### config.mk
export PLATFORM = sky130hd
export DESIGN_NAME = game_sequencer
export DESIGN_NICKNAME = d
export VERILOG_FILES = /design/src/rtl/br_pkg.sv /design/src/rtl/frame_tick_gen.sv /design/src/rtl/game_sequencer.sv
export SDC_FILE = /design/constraint.sdc
export NUM_CORES = 1
export LEC_CHECK = 0
export CAP_MARGIN = 20
export CORE_UTILIZATION = 49
export DETAILED_ROUTE_END_ITERATION = 12
export PLACE_DENSITY_LB_ADDON = 0.08
export SETUP_SLACK_MARGIN = 0.05
export SKIP_LAST_GASP = 1
export SLEW_MARGIN = 20
export SYNTH_ARGS = -nofsm -noshare
export SYNTH_HDL_FRONTEND = slang
export SYNTH_SLANG_ARGS = --single-unit
### constraint.sdc
create_clock -name clk -period 2.9 [get_ports clk]
set_input_delay 0.725 -clock clk [delete_from_list [all_inputs] [get_ports clk]]
set_output_delay 0.725 -clock clk [all_outputs]
set_load 0.01 [all_outputs]
### src/rtl/br_pkg.sv
// -----------------------------------------------------------------------------
// br_pkg -- shared definitions for the game sequencer.
//   state_t       : one-hot game state (MENU / PLAY / EXPLODE / OVER); the
//                   encoding doubles as the external status value.
//   KEY_ENTER/ESC : PS/2 make codes that drive state changes.
//   speed_inc_sat : saturating +1 for the 4-bit scroll speed.
// -----------------------------------------------------------------------------
package br_pkg;

  typedef enum logic [3:0] {
    ST_MENU    = 4'b0001,
    ST_PLAY    = 4'b0010,
    ST_EXPLODE = 4'b0100,
    ST_OVER    = 4'b1000
  } state_t;

  localparam logic [7:0] KEY_ENTER = 8'h5A;
  localparam logic [7:0] KEY_ESC   = 8'h76;

  // Increment speed by one, but never beyond the ceiling.
  function automatic logic [3:0] speed_inc_sat(input logic [3:0] cur,
                                               input logic [3:0] ceil);
    logic [3:0] res;
    if (cur < ceil) begin
      res = cur + 4'd1;
    end else begin
      res = cur;
    end
    return res;
  endfunction

endpackage

### src/rtl/frame_tick_gen.sv
// -----------------------------------------------------------------------------
// frame_tick_gen -- brings the raw VGA vsync into the clk domain and emits a
// one-cycle frame_tick on its falling edge.
//   clk        : system clock
//   clr        : asynchronous active-low reset
//   vsync      : raw, asynchronous, active-low vertical sync
//   frame_tick : one-cycle pulse, high in the 3rd clk after the vsync fall
// The synchronizer flops and the edge-history flop reset to 1 (vsync idle
// level), so releasing reset never fabricates a falling edge.
// -----------------------------------------------------------------------------
module frame_tick_gen (
  input  logic clk,
  input  logic clr,
  input  logic vsync,
  output logic frame_tick
);

  logic sync1_r;
  logic sync2_r;
  logic prev_r;

  // Two-flop synchronizer plus one history flop for edge detection.
  always_ff @(posedge clk or negedge clr) begin
    if (!clr) begin
      sync1_r <= 1'b1;
      sync2_r <= 1'b1;
      prev_r  <= 1'b1;
    end else begin
      sync1_r <= vsync;
      sync2_r <= sync1_r;
      prev_r  <= sync2_r;
    end
  end

  // Only the fully synchronized stage feeds logic; fall = was 1, now 0.
  assign frame_tick = prev_r & ~sync2_r;

endmodule

### src/rtl/game_sequencer.sv
// -----------------------------------------------------------------------------
// game_sequencer -- top-level game flow controller.
// Parameters:
//   EXPLODE_FRAMES    : frame ticks spent in EXPLODE (1..64)
//   BASE_SPEED        : scroll increment at game start (1..15)
//   MAX_SPEED         : speed ceiling (BASE_SPEED..15)
//   SPEED_STEP_FRAMES : PLAY frames per speed increment
// Ports:
//   clk, clr (async active-low reset), vsync (raw, active-low),
//   key_valid/key_code (decoded PS/2 make code), iscollide (obstacle hits),
//   status (one-hot state), btn_visible, explode_visible, explode_frame,
//   scroll (signed, wraps at 2^32), speed, score_tick (one pulse per PLAY frame)
// Build option: define SPEEDUP_EN to ramp speed during PLAY; without it speed
// is fixed at BASE_SPEED and no step counter is built.
// -----------------------------------------------------------------------------
module game_sequencer
  import br_pkg::*;
#(
  parameter int EXPLODE_FRAMES    = 48,
  parameter int BASE_SPEED        = 2,
  parameter int MAX_SPEED         = 8,
  parameter int SPEED_STEP_FRAMES = 600
) (
  input  logic               clk,
  input  logic               clr,
  input  logic               vsync,
  input  logic               key_valid,
  input  logic [7:0]         key_code,
  input  logic [4:0]         iscollide,
  output logic [3:0]         status,
  output logic               btn_visible,
  output logic               explode_visible,
  output logic [5:0]         explode_frame,
  output logic signed [31:0] scroll,
  output logic [3:0]         speed,
  output logic               score_tick
);

  // Reject illegal configurations at elaboration time.
  if (EXPLODE_FRAMES < 1 || EXPLODE_FRAMES > 64) begin : g_bad_explode
    $error("EXPLODE_FRAMES must be in 1..64");
  end
  if (BASE_SPEED < 1 || BASE_SPEED > 15) begin : g_bad_base
    $error("BASE_SPEED must be in 1..15");
  end
  if (MAX_SPEED < BASE_SPEED || MAX_SPEED > 15) begin : g_bad_max
    $error("MAX_SPEED must be in BASE_SPEED..15");
  end
  if (SPEED_STEP_FRAMES < 1) begin : g_bad_step
    $error("SPEED_STEP_FRAMES must be at least 1");
  end

  localparam logic [5:0] EXPLODE_LAST = 6'(EXPLODE_FRAMES - 1);
  localparam logic [3:0] BASE_SPD     = 4'(BASE_SPEED);

  logic        frame_tick;
  state_t      state_r;
  logic        btn_visible_r;
  logic        explode_visible_r;
  logic [5:0]  explode_frame_r;
  logic [31:0] scroll_r;
  logic [31:0] scroll_nxt_s;
  logic [3:0]  speed_r;
  logic [3:0]  speed_nxt_s;
  logic        score_tick_r;

  frame_tick_gen u_frame_tick_gen (
    .clk        (clk),
    .clr        (clr),
    .vsync      (vsync),
    .frame_tick (frame_tick)
  );

  logic key_enter_s;
  logic key_esc_s;
  logic collide_s;
  logic play_tick_s;
  logic play_start_s;

  assign key_enter_s  = key_valid && (key_code == KEY_ENTER);
  assign key_esc_s    = key_valid && (key_code == KEY_ESC);
  assign collide_s    = |iscollide;
  assign play_tick_s  = (state_r == ST_PLAY) && frame_tick;
  assign play_start_s = (state_r == ST_MENU) && key_enter_s;

  // Game FSM with its registered overlay outputs; they switch with the state.
  always_ff @(posedge clk or negedge clr) begin
    if (!clr) begin
      state_r           <= ST_MENU;
      btn_visible_r     <= 1'b1;
      explode_visible_r <= 1'b0;
      explode_frame_r   <= 6'd0;
    end else begin
      case (state_r)
        ST_MENU: begin
          if (key_enter_s) begin
            state_r           <= ST_PLAY;
            btn_visible_r     <= 1'b0;
            explode_visible_r <= 1'b0;
            explode_frame_r   <= 6'd0;
          end else begin
            state_r <= ST_MENU;
          end
        end
        ST_PLAY: begin
          // A colliding frame outranks a simultaneous Esc.
          if (frame_tick && collide_s) begin
            state_r           <= ST_EXPLODE;
            btn_visible_r     <= 1'b0;
            explode_visible_r <= 1'b1;
          end else if (key_esc_s) begin
            state_r           <= ST_MENU;
            btn_visible_r     <= 1'b1;
            explode_visible_r <= 1'b0;
          end else begin
            state_r <= ST_PLAY;
          end
        end
        ST_EXPLODE: begin
          // Keys are ignored here; only frame ticks advance the animation.
          if (frame_tick) begin
            explode_frame_r <= explode_frame_r + 6'd1;
            if (explode_frame_r == EXPLODE_LAST) begin
              state_r           <= ST_OVER;
              btn_visible_r     <= 1'b1;
              explode_visible_r <= 1'b0;
            end else begin
              state_r <= ST_EXPLODE;
            end
          end else begin
            state_r <= ST_EXPLODE;
          end
        end
        ST_OVER: begin
          if (key_enter_s) begin
            state_r           <= ST_MENU;
            btn_visible_r     <= 1'b1;
            explode_visible_r <= 1'b0;
            explode_frame_r   <= 6'd0;
          end else begin
            state_r <= ST_OVER;
          end
        end
        default: begin
          state_r           <= ST_MENU;
          btn_visible_r     <= 1'b1;
          explode_visible_r <= 1'b0;
          explode_frame_r   <= 6'd0;
        end
      endcase
    end
  end

  // Scroll: cleared on game start, advanced by speed on every PLAY frame
  // (plain 32-bit add, so it wraps), held otherwise.
  always_comb begin
    scroll_nxt_s = scroll_r;
    if (play_start_s) begin
      scroll_nxt_s = 32'd0;
    end else if (play_tick_s) begin
      scroll_nxt_s = scroll_r + {28'd0, speed_r};
    end else begin
      scroll_nxt_s = scroll_r;
    end
  end

`ifdef SPEEDUP_EN
  localparam int STEP_W = (SPEED_STEP_FRAMES > 1) ? $clog2(SPEED_STEP_FRAMES) : 1;
  localparam logic [STEP_W-1:0] STEP_LAST = STEP_W'(SPEED_STEP_FRAMES - 1);
  localparam logic [3:0]        MAX_SPD   = 4'(MAX_SPEED);

  logic [STEP_W-1:0] step_cnt_r;
  logic [STEP_W-1:0] step_cnt_nxt_s;

  // Speed ramp: every SPEED_STEP_FRAMES PLAY frames bump speed and restart.
  always_comb begin
    speed_nxt_s    = speed_r;
    step_cnt_nxt_s = step_cnt_r;
    if (play_start_s) begin
      speed_nxt_s    = BASE_SPD;
      step_cnt_nxt_s = {STEP_W{1'b0}};
    end else if (play_tick_s) begin
      if (step_cnt_r == STEP_LAST) begin
        step_cnt_nxt_s = {STEP_W{1'b0}};
        speed_nxt_s    = speed_inc_sat(speed_r, MAX_SPD);
      end else begin
        step_cnt_nxt_s = step_cnt_r + STEP_W'(1);
        speed_nxt_s    = speed_r;
      end
    end else begin
      speed_nxt_s    = speed_r;
      step_cnt_nxt_s = step_cnt_r;
    end
  end

  // PLAY frame counter register.
  always_ff @(posedge clk or negedge clr) begin
    if (!clr) begin
      step_cnt_r <= {STEP_W{1'b0}};
    end else begin
      step_cnt_r <= step_cnt_nxt_s;
    end
  end
`else
  // Fixed speed build.
  always_comb begin
    speed_nxt_s = BASE_SPD;
  end
`endif

  // Scroll, speed and score pulse registers.
  always_ff @(posedge clk or negedge clr) begin
    if (!clr) begin
      scroll_r     <= 32'd0;
      speed_r      <= BASE_SPD;
      score_tick_r <= 1'b0;
    end else begin
      scroll_r     <= scroll_nxt_s;
      speed_r      <= speed_nxt_s;
      score_tick_r <= play_tick_s;
    end
  end

  assign status          = state_r;
  assign btn_visible     = btn_visible_r;
  assign explode_visible = explode_visible_r;
  assign explode_frame   = explode_frame_r;
  assign scroll          = $signed(scroll_r);
  assign speed           = speed_r;
  assign score_tick      = score_tick_r;

endmodule
==> reports/qor.yml, run 1 <==
status: "finished, final reports clean"
die_h_um: 73.4
post_cts_resized: 0
fin_crit_sh_pct: 92.8
maxSlewViolCount: 0
io_pins: 66
cts_buffer_depth: 2
avgSynthCellArea_um2: 9.69
setup_viol: 0
synth_area_leaders: "dfrtp_1, dfstp_2, xnor2_1"
diodes: 0
layoutNonFillerInstCount: 393
synth_top_family_by_area: "simple AND/OR/NAND/NOR gates"
swShare_pct: 28.2
numCtsBuffers: 5
seq_area_um2: 1180
criticalPathCategory: "in2reg"
endpoint_kind: "register"
synth_cell_types: 46
power.share.clock_pct: 28.9
ys_warn_count: 0
vdd_drop_max_mv: 0.430
cts-hold-fix-buffers: 0
multi_input_comb_area_um2: 1220
synth_most_common_cell: "dfrtp_1"
hold_viol_final: 0
crit_start: "key_code[3]"
drt-total-wl_um: 5680
synth_fa_ha_area_share_pct: 1.00
cp_max_fo: 6
synth_edf_count: 0
leakage_nw: 1.28
via_per_inst: 5.54
htreeDepth: 2
overflow: 0
design_area_um2: 3300
portBuffers: 60
startpoint_type: "primary input"
dp.cells: 385
initial_utilization_pct: 51.9
worstSkewPairLatency_ns: 0.30
pwr-share-seq_pct: 48.4
core_area_um2: 4820
antenna_found_initial: 0
r2r-start: "status[3]$_DFF_PN0_"
track_usage_pct: 22.7
ant_nets: 0
cp.required_ns: 3.13
syn_to_final_growth_pct: 31.9
cts_tree: "done"
synthTopCellsByCount: "dfrtp_1, nor2_1, nand2_1"
drive_above_1_share_pct: 10.1
fp.dieArea_um2: 5390
cp_slowest_cell: "clkdlybuf4s50_1"
fp-row-count: 25
max_stage_delay_ns: 0.47
root_buffer: "clkbuf_8"
worst_pin_slew_ns: 0.670
routedWlPerCell_um: 14.4
synth_compound_area_share_pct: 10.0
synthSimpleGateAreaFrac_pct: 28.7
max_slew_margin_pct: 54.9
postCtsSetupBuffers: 0
grt_pass1_vias: 2053
clk_pin_slew_ns: 0.09
internal_power_mw: 1.23
ys_seq_area_share_pct: 47.3
synth_top_area_share_pct: 42.0
dpl.hpwl_um: 4080
p_comb_share_pct: 22.7
num_vias: 2176
p_per_area_nw_per_um2: 520
syn_inst: 258
switchingPower_mw: 0.484
gp_congestion: 0.785
drc: 0
hold_path.class: "in2async"
cts.sinks: 47
muxShareOfSynthArea_pct: 1.25
rsz0062_at_grt: "false"
ys_seq_elements: 47
fmax_mhz: 372
maxCapViolations: 0
synth_top_cell_by_area: "dfrtp_1"
crit_chain: "clkdlybuf4s50_1, or3b_2, o311ai_0, o21ai_0, a211oi_2, buf_4, mux2i_1"
n_fill_cell: 417
dpl_cell_area_um2: 3180
fin_nets: 344
drtPass1Iterations: 4
chipWidth_um: 73.4
min_period_ns: 2.69
synth_xor_area_share_pct: 7.00
async_flop_share_pct: 100
synthesis.area_um2: 2500
drt_iter0_markers: 88
grt_pass1_wl_um: 9520
grt_max_degree: 21
dominantRegCellSynth: "dfrtp_1"
finClkSkew_ns: 0.00693
cp.arrival_ns: 2.92
## layout make-up
class                      instances  share of cell area [%]
clock buffer                       6                    2.50
clock inverter                     2                    1.06
inverter                           7                   0.796
multi-input combinational        194                    36.9
sequential                        47                    35.8
tap                               67                    2.54
timing repair buffer              70                    20.3
## through the flow
step	setup slack [ns]	hold WS [ns]	TNS (ns)	power, mW	utilization (%)
floorplan	0.437	0.345	0	1.01	-
global placement	0.0142	0.346	0	1.22	66.1
detailed placement	-0.0586	0.349	-0.123	1.23	66.1
CTS	0.247	0.362	0	1.73	68.5
global route	0.0922	0.363	0	1.80	68.5
finish	0.210	0.355	0	1.71	68.5
## state kept, by name, indices dropped and copies added, names as in the netlist
signal,flops
btn_visible,1
explode_frame,6
explode_visible,1
score_tick,1
scroll,31
status,4
u_frame_tick_gen.prev_r,1
u_frame_tick_gen.sync1_r,1
u_frame_tick_gen.sync2_r,1
## per-layer routing
metal	up-vias	routed length [um]	track usage, %
li1	1065	-	-
met1	1054	2670	31.1
met2	52	2740	37.4
met3	5	218	3.43
met4	0	51	6.62
met5	-	0	0
## cell families after synthesis
| group | after synthesis |
|---|---|
| compound gates | 41 |
| mux | 3 |
| flops | 47 |
| xor+xnor | 20 |
| fa+ha+maj | 2 |
| buf+inv | 20 |
| other cells | 2 |
| simple gates | 123 |
## final timing paths
check,cells past startpoint,slack [ns],endpoint
max in group asynchronous,2,1.95,u_frame_tick_gen.prev_r$_DFF_PN1_
setup reg to reg,5,0.54,scroll[30]$_DFFE_PN0P_
hold / removal,1,0.35,scroll[27]$_DFFE_PN0P_
min in group clk,0,0.36,u_frame_tick_gen.sync2_r$_DFF_PN1_
hold reg to reg,0,0.36,u_frame_tick_gen.sync2_r$_DFF_PN1_
setup / recovery,7,0.21,explode_frame[1]$_DFFE_PN0P_
## power by group through the flow
stage	clock network, mW	logic [mW]	registers (mW)
final	0.496	0.390	0.829
after global routing	0.528	0.430	0.845
after CTS	0.507	0.394	0.828
after detailed placement	0	0.391	0.840
after global placement	0	0.385	0.837
after floorplan	0	0.160	0.855
## placed cells by master (no fill, tap or decap), types with 8 or more instances in the layout
cell type        count
a21oi_1             14
buf_4               10
clkdlybuf4s50_1     59
dfrtp_1             42
nand2_1             19
nand3_1             12
nand4_1             13
nor2_1              25
o21ai_0             12
or3_1                8
xnor2_1             12
xor2_1               8
## critical path, delay by kind of cell
family                 cells  cell delay [ns]
multiplexers               1             0.17
AO/OA/AOI/OAI              3             0.92
AND/OR/NAND/NOR            1             0.45
buffers and inverters      2             0.65
Power figures use the tool's default switching activity.
==> run 2, diff against run 1 <==
--- a/config.mk
+++ b/config.mk
@@ -6,7 +6,7 @@
 export NUM_CORES = 1
 export LEC_CHECK = 0
 export CAP_MARGIN = 20
-export CORE_UTILIZATION = 49
+export CORE_UTILIZATION = 35
 export DETAILED_ROUTE_END_ITERATION = 12
 export PLACE_DENSITY_LB_ADDON = 0.08
 export SETUP_SLACK_MARGIN = 0.05
==> reports/qor.yml, run 2 (synthesis gave the netlist of run 1 again) <==
use_met3_pct: 3.14  # -0.29 points
layout_common_cells: "clkdlybuf4s50_1, dfrtp_1, nor2_1"
post_cts_resized: 0  # unchanged
fp-row-count: 30  # +20%
finClkSkew_ns: 0.00887  # +0.00194 ns
num_vias: 2186  # +0.46%
grt_max_degree: 48  # +130%
track_usage_pct: 16.9  # -5.8 points
cp_slowest_cell: "clkdlybuf4s50_1"
min_period_ns: 2.59  # -0.0967 ns
critical_path.top_delay_family: "compound AO/OA/AOI/OAI gates"
layoutNonFillerInstCount: 422  # +7.4%
cp.required_ns: 3.13  # about the same
root_buffer: "clkbuf_8"
clk_pin_slew_ns: 0.09  # about the same
endpoint_kind: "register"
cts-hold-fix-buffers: 0  # unchanged
core_area_um2: 6830  # +42%
leakage_nw: 1.27  # -0.68%
hold_viol_final: 0  # unchanged
cp.arrival_ns: 2.82  # -0.10 ns
overflow: 0  # unchanged
drtPass1Iterations: 4  # unchanged
die_h_um: 86.5  # +18%
drive_above_1_share_pct: 9.82  # -0.31 points
tns_ns: 0  # unchanged
n_fill_cell: 667  # +60%
drt_iter0_markers: 79  # -10%
io_pins: 66  # unchanged
grt_pass1_wl_um: 9920  # +4.1%
cts_tree: "done"
maxCapViolations: 0  # unchanged
status: "finished, final reports clean"
hold_path.class: "reg2reg"
cts.sinks: 47  # unchanged
grt-busiest-layer: "met2"
max_slew_margin_pct: 53.3  # -1.6 points
drc: 0  # unchanged
worstSkewPairLatency_ns: 0.30  # about the same
initial_utilization_pct: 36.6  # -15 points
via_per_inst: 5.18  # -6.4%
ant_nets: 0  # unchanged
chipWidth_um: 86.5  # +18%
fin_crit_sh_pct: 89.4  # -3.3 points
numCtsBuffers: 5  # unchanged
cts_buffer_depth: 2  # unchanged
dpl.hpwl_um: 4250  # +4.2%
use_met1_pct: 24.3  # -6.8 points
fp.dieArea_um2: 7490  # +39%
postCtsSetupBuffers: 0  # unchanged
criticalPathCategory: "in2reg"
maxSlewViolCount: 0  # unchanged
dp.cells: 414  # +7.5%
vdd_drop_max_mv: 0.194  # -55%
final_common_cell: "clkdlybuf4s50_1"
utilization_pct: 48.6  # -20 points
setup_viol: 0  # unchanged
grtUsageMet2_pct: 26.6  # -11 points
grt_pass1_vias: 2004  # -2.4%
startpoint_type: "primary input"
gp_congestion: 0.740  # -5.7%
syn_to_final_growth_pct: 32.7
diodes: 0  # unchanged
worst_pin_slew_ns: 0.694  # +0.0239 ns
antenna_found_initial: 0  # unchanged
largest_reg_flops: 31  # unchanged
rsz0062_at_grt: "false"
portBuffers: 60  # unchanged
max_stage_delay_ns: 0.46  # about the same
p_per_area_nw_per_um2: 500  # -3.8%
fin_nets: 344  # unchanged
crit_chain: "clkdlybuf4s50_1, or3b_2, o311ai_0, o21ai_0, a211oi_2, buf_4, mux2i_1"
routedWlPerCell_um: 14.4  # -0.59%
cp_max_fo: 6  # unchanged
htreeDepth: 2  # unchanged
drt-total-wl_um: 6060  # +6.7%
fin_hold_ws_ns: 0.356  # +0.00197 ns
fmax_mhz: 386  # +3.7%
cp.buffers_inverters: 2  # unchanged
==> run 2: where the power goes <==
| group | internal, mW | switching, mW | leakage, nW |
|---|---|---|---|
| clock | 0.218 | 0.214 | 0.0515 |
| combinational | 0.221 | 0.173 | 0.726 |
| sequential | 0.734 | 0.0986 | 0.490 |
==> run 2: path summary, 6_finish.rpt <==
kind | startpoint | end | slack (ns) | depth (start not counted)
min reg2reg | u_frame_tick_gen.sync1_r$_DFF_PN1_ | u_frame_tick_gen.sync2_r$_DFF_PN1_ | 0.36 | 0
min | u_frame_tick_gen.sync1_r$_DFF_PN1_ | u_frame_tick_gen.sync2_r$_DFF_PN1_ | 0.36 | 0
max | key_code[3] | explode_frame[1]$_DFFE_PN0P_ | 0.31 | 7
min in group asynchronous | clr | scroll[5]$_DFFE_PN0P_ | 0.51 | 2
max in group asynchronous | clr | scroll[13]$_DFFE_PN0P_ | 1.97 | 2
max reg2reg | status[3]$_DFF_PN0_ | scroll[30]$_DFFE_PN0P_ | 0.47 | 5
==> run 2: metrics by stage <==
step	worst slack [ns]	instance area [um^2]	power (mW)
3_3_place_gp	0.0253	3220	1.24
3_5_place_dp	-0.0214	3220	1.24
4_1_cts	0.284	3320	1.68
5_1_grt	0.0994	3320	1.76
6_report	0.307	3320	1.66
2_1_floorplan	0.437	2510	1.01
==> run 2: per-layer routing <==
metal,part of all wire [%],up-vias
met5,0,-
met4,0.73,0
met2,43,58
li1,-,1066
met3,4.6,4
met1,51,1058
==> run 2: layout make-up <==
class,count,area (um^2),share of cell area [%]
Multi-Input combinational cell,194,1220,36.7
Sequential cell,47,1180,35.6
Timing Repair Buffer,70,671,20.2
Tap cell,96,120,3.62
Clock buffer,8,100,3.02
Inverter,7,26.3,0.792
==> run 3, diff against run 2 <==
--- a/config.mk
+++ b/config.mk
@@ -7,6 +7,7 @@
 export LEC_CHECK = 0
 export CAP_MARGIN = 20
 export CORE_UTILIZATION = 35
+export CTS_CLUSTER_SIZE = 30
 export DETAILED_ROUTE_END_ITERATION = 12
 export PLACE_DENSITY_LB_ADDON = 0.08
 export SETUP_SLACK_MARGIN = 0.05
==> constraint.sdc (replaced) <==
create_clock -name clk -period 2.5 [get_ports clk]
set_input_delay 0.625 -clock clk [delete_from_list [all_inputs] [get_ports clk]]
set_output_delay 0.625 -clock clk [all_outputs]
set_load 0.01 [all_outputs]
==> reports/qor.yml, run 3 (synthesis gave the netlist of run 1 again) <==
cts_tree: "done"
io_pins: 66  # unchanged
final_common_cell: "clkdlybuf4s50_1"
vdd_drop_max_mv: 0.207  # +6.7%
track_usage_pct: 17.1  # +0.21 points
dpl_cell_area_um2: 3320  # +3.1%
initial_utilization_pct: 36.6  # unchanged
utilization_pct: 49.9  # +1.3 points
cts-hold-fix-buffers: 0  # unchanged
via_per_inst: 5.00  # -3.4%
rsz0062_at_grt: "false"
max_slew_margin_pct: 56.5  # +3.2 points
htreeDepth: 2  # unchanged
cp.buffers_inverters: 2  # unchanged
cp.arrival_ns: 2.54  # -0.28 ns
worstSkewPairLatency_ns: 0.29  # about the same
syn_to_final_growth_pct: 36.2
critical_path.top_delay_family: "buffers and inverters"
reg2reg_depth: 6  # +1
antenna_found_initial: 0  # unchanged
hold_viol_final: 0  # unchanged
cp.required_ns: 2.72  # -0.41 ns
maxSlewViolCount: 0  # unchanged
grt_max_degree: 25  # -48%
gp_congestion: 0.778  # +5.1%
fmax_mhz: 431
drive_above_1_share_pct: 12.5  # +2.7 points
fin_nets: 354  # +2.9%
core_area_um2: 6830  # unchanged
clk_pin_slew_ns: 0.08  # about the same
routedWlPerCell_um: 14.0  # -2.8%
maxCapViolations: 0  # unchanged
status: "finished, final reports clean"
endpoint_kind: "register"
dpl.hpwl_um: 4460  # +4.8%
ant_nets: 0  # unchanged
num_vias: 2162  # -1.1%
fin_crit_sh_pct: 92.7
layout_common_cells: "clkdlybuf4s50_1, dfrtp_1, nor2_1"
min_period_ns: 2.32
overflow: 0  # unchanged
portBuffers: 60  # unchanged
drtPass1Iterations: 4  # unchanged
grt_pass1_vias: 2069  # +3.2%
drt-total-wl_um: 6030  # -0.53%
drc: 0  # unchanged
crit_chain: "clkdlybuf4s50_1, or3b_2, o311ai_2, o21ai_1, a211oi_2, buf_4, mux2i_1"
r2r-end: "scroll[22]$_DFFE_PN0P_"
total_power_mw: 1.87  # +12%
grtUsageMet2_pct: 27.6  # +1.1 points
fp.dieArea_um2: 7490  # unchanged
fin_hold_ws_ns: 0.311  # -0.0451 ns
largest_reg_flops: 31  # unchanged
root_buffer: "clkbuf_8"
design_area_um2: 3410  # +2.7%
die_h_um: 86.5  # unchanged
startpoint_type: "primary input"
numCtsBuffers: 5  # unchanged
r2r_slack_ns: 0.26  # -0.21 ns
r2r-start: "status[3]$_DFF_PN0_"
use_met3_pct: 4.29  # +1.1 points
leakage_nw: 1.31  # +3.7%
criticalPathCategory: "in2reg"
p_per_area_nw_per_um2: 548  # +9.5%
diodes: 0  # unchanged
cp_slowest_cell: "clkdlybuf4s50_1"
fp-row-count: 30  # unchanged
drt_iter0_markers: 69  # -13%
worst_pin_slew_ns: 0.646  # -0.0478 ns
hold_path.class: "in2async"
finClkSkew_ns: 0.00670  # -0.00217 ns
grt-busiest-layer: "met2"
max_stage_delay_ns: 0.47  # about the same
grt_pass1_wl_um: 9900  # -0.14%
tns_ns: 0  # unchanged
cts_buffer_depth: 2  # unchanged
chipWidth_um: 86.5  # unchanged
cp_max_fo: 6  # unchanged
setup_viol: 0  # unchanged
cts.sinks: 47  # unchanged
use_met1_pct: 23.0  # -1.3 points
n_fill_cell: 674  # +1.0%
run 3: how the worst max path moves through the flow:
stage,from,to,cells past startpoint
floorplan,key_code[2],explode_frame[1]$_DFFE_PN0P_,5
global placement,key_code[3],explode_frame[1]$_DFFE_PN0P_,7
detailed placement,key_code[3],explode_frame[1]$_DFFE_PN0P_,7
CTS,key_code[3],explode_frame[1]$_DFFE_PN0P_,7
global route,key_code[3],explode_frame[1]$_DFFE_PN0P_,7
finish,key_code[3],explode_frame[1]$_DFFE_PN0P_,7
run 3: final cells by class:
type	count	area [um^2]	area share [%]
Clock buffer	7	76.3	2.24
Clock inverter	1	5.00	0.147
Inverter	7	26.3	0.771
Multi-Input combinational cell	194	1230	36.0
Sequential cell	47	1180	34.7
Tap cell	96	120	3.53
Timing Repair Buffer	80	771	22.6
run 3: routing by layer:
layer  part of all wire, %  up-vias
met5                     0        -
met1                    49     1027
li1                      -     1083
met2                    45       50
met4                  0.53        0
met3                   5.0        2
run 3: through the flow:
| step | std cells | worst slack, ns |
|---|---|---|
| finish | 432 | 0.182 |
| global route | 432 | 0.0706 |
| detailed placement | 424 | -0.313 |
| floorplan | 261 | 0.137 |
| CTS | 432 | 0.0952 |
| global placement | 424 | -0.275 |
run 3: timing repair:
| item | CTS | global route |
|---|---|---|
| setup endpoints to repair | 6 | 6 |
| setup buffers | 0 | 0 |
| gates resized for setup | 1 | 2 |
run 3: power by group:
| part | internal, mW | total [mW] | switching (mW) |
|---|---|---|---|
| clock network | 0.197 | 0.438 | 0.241 |
| logic | 0.262 | 0.469 | 0.207 |
| registers | 0.851 | 0.959 | 0.108 |
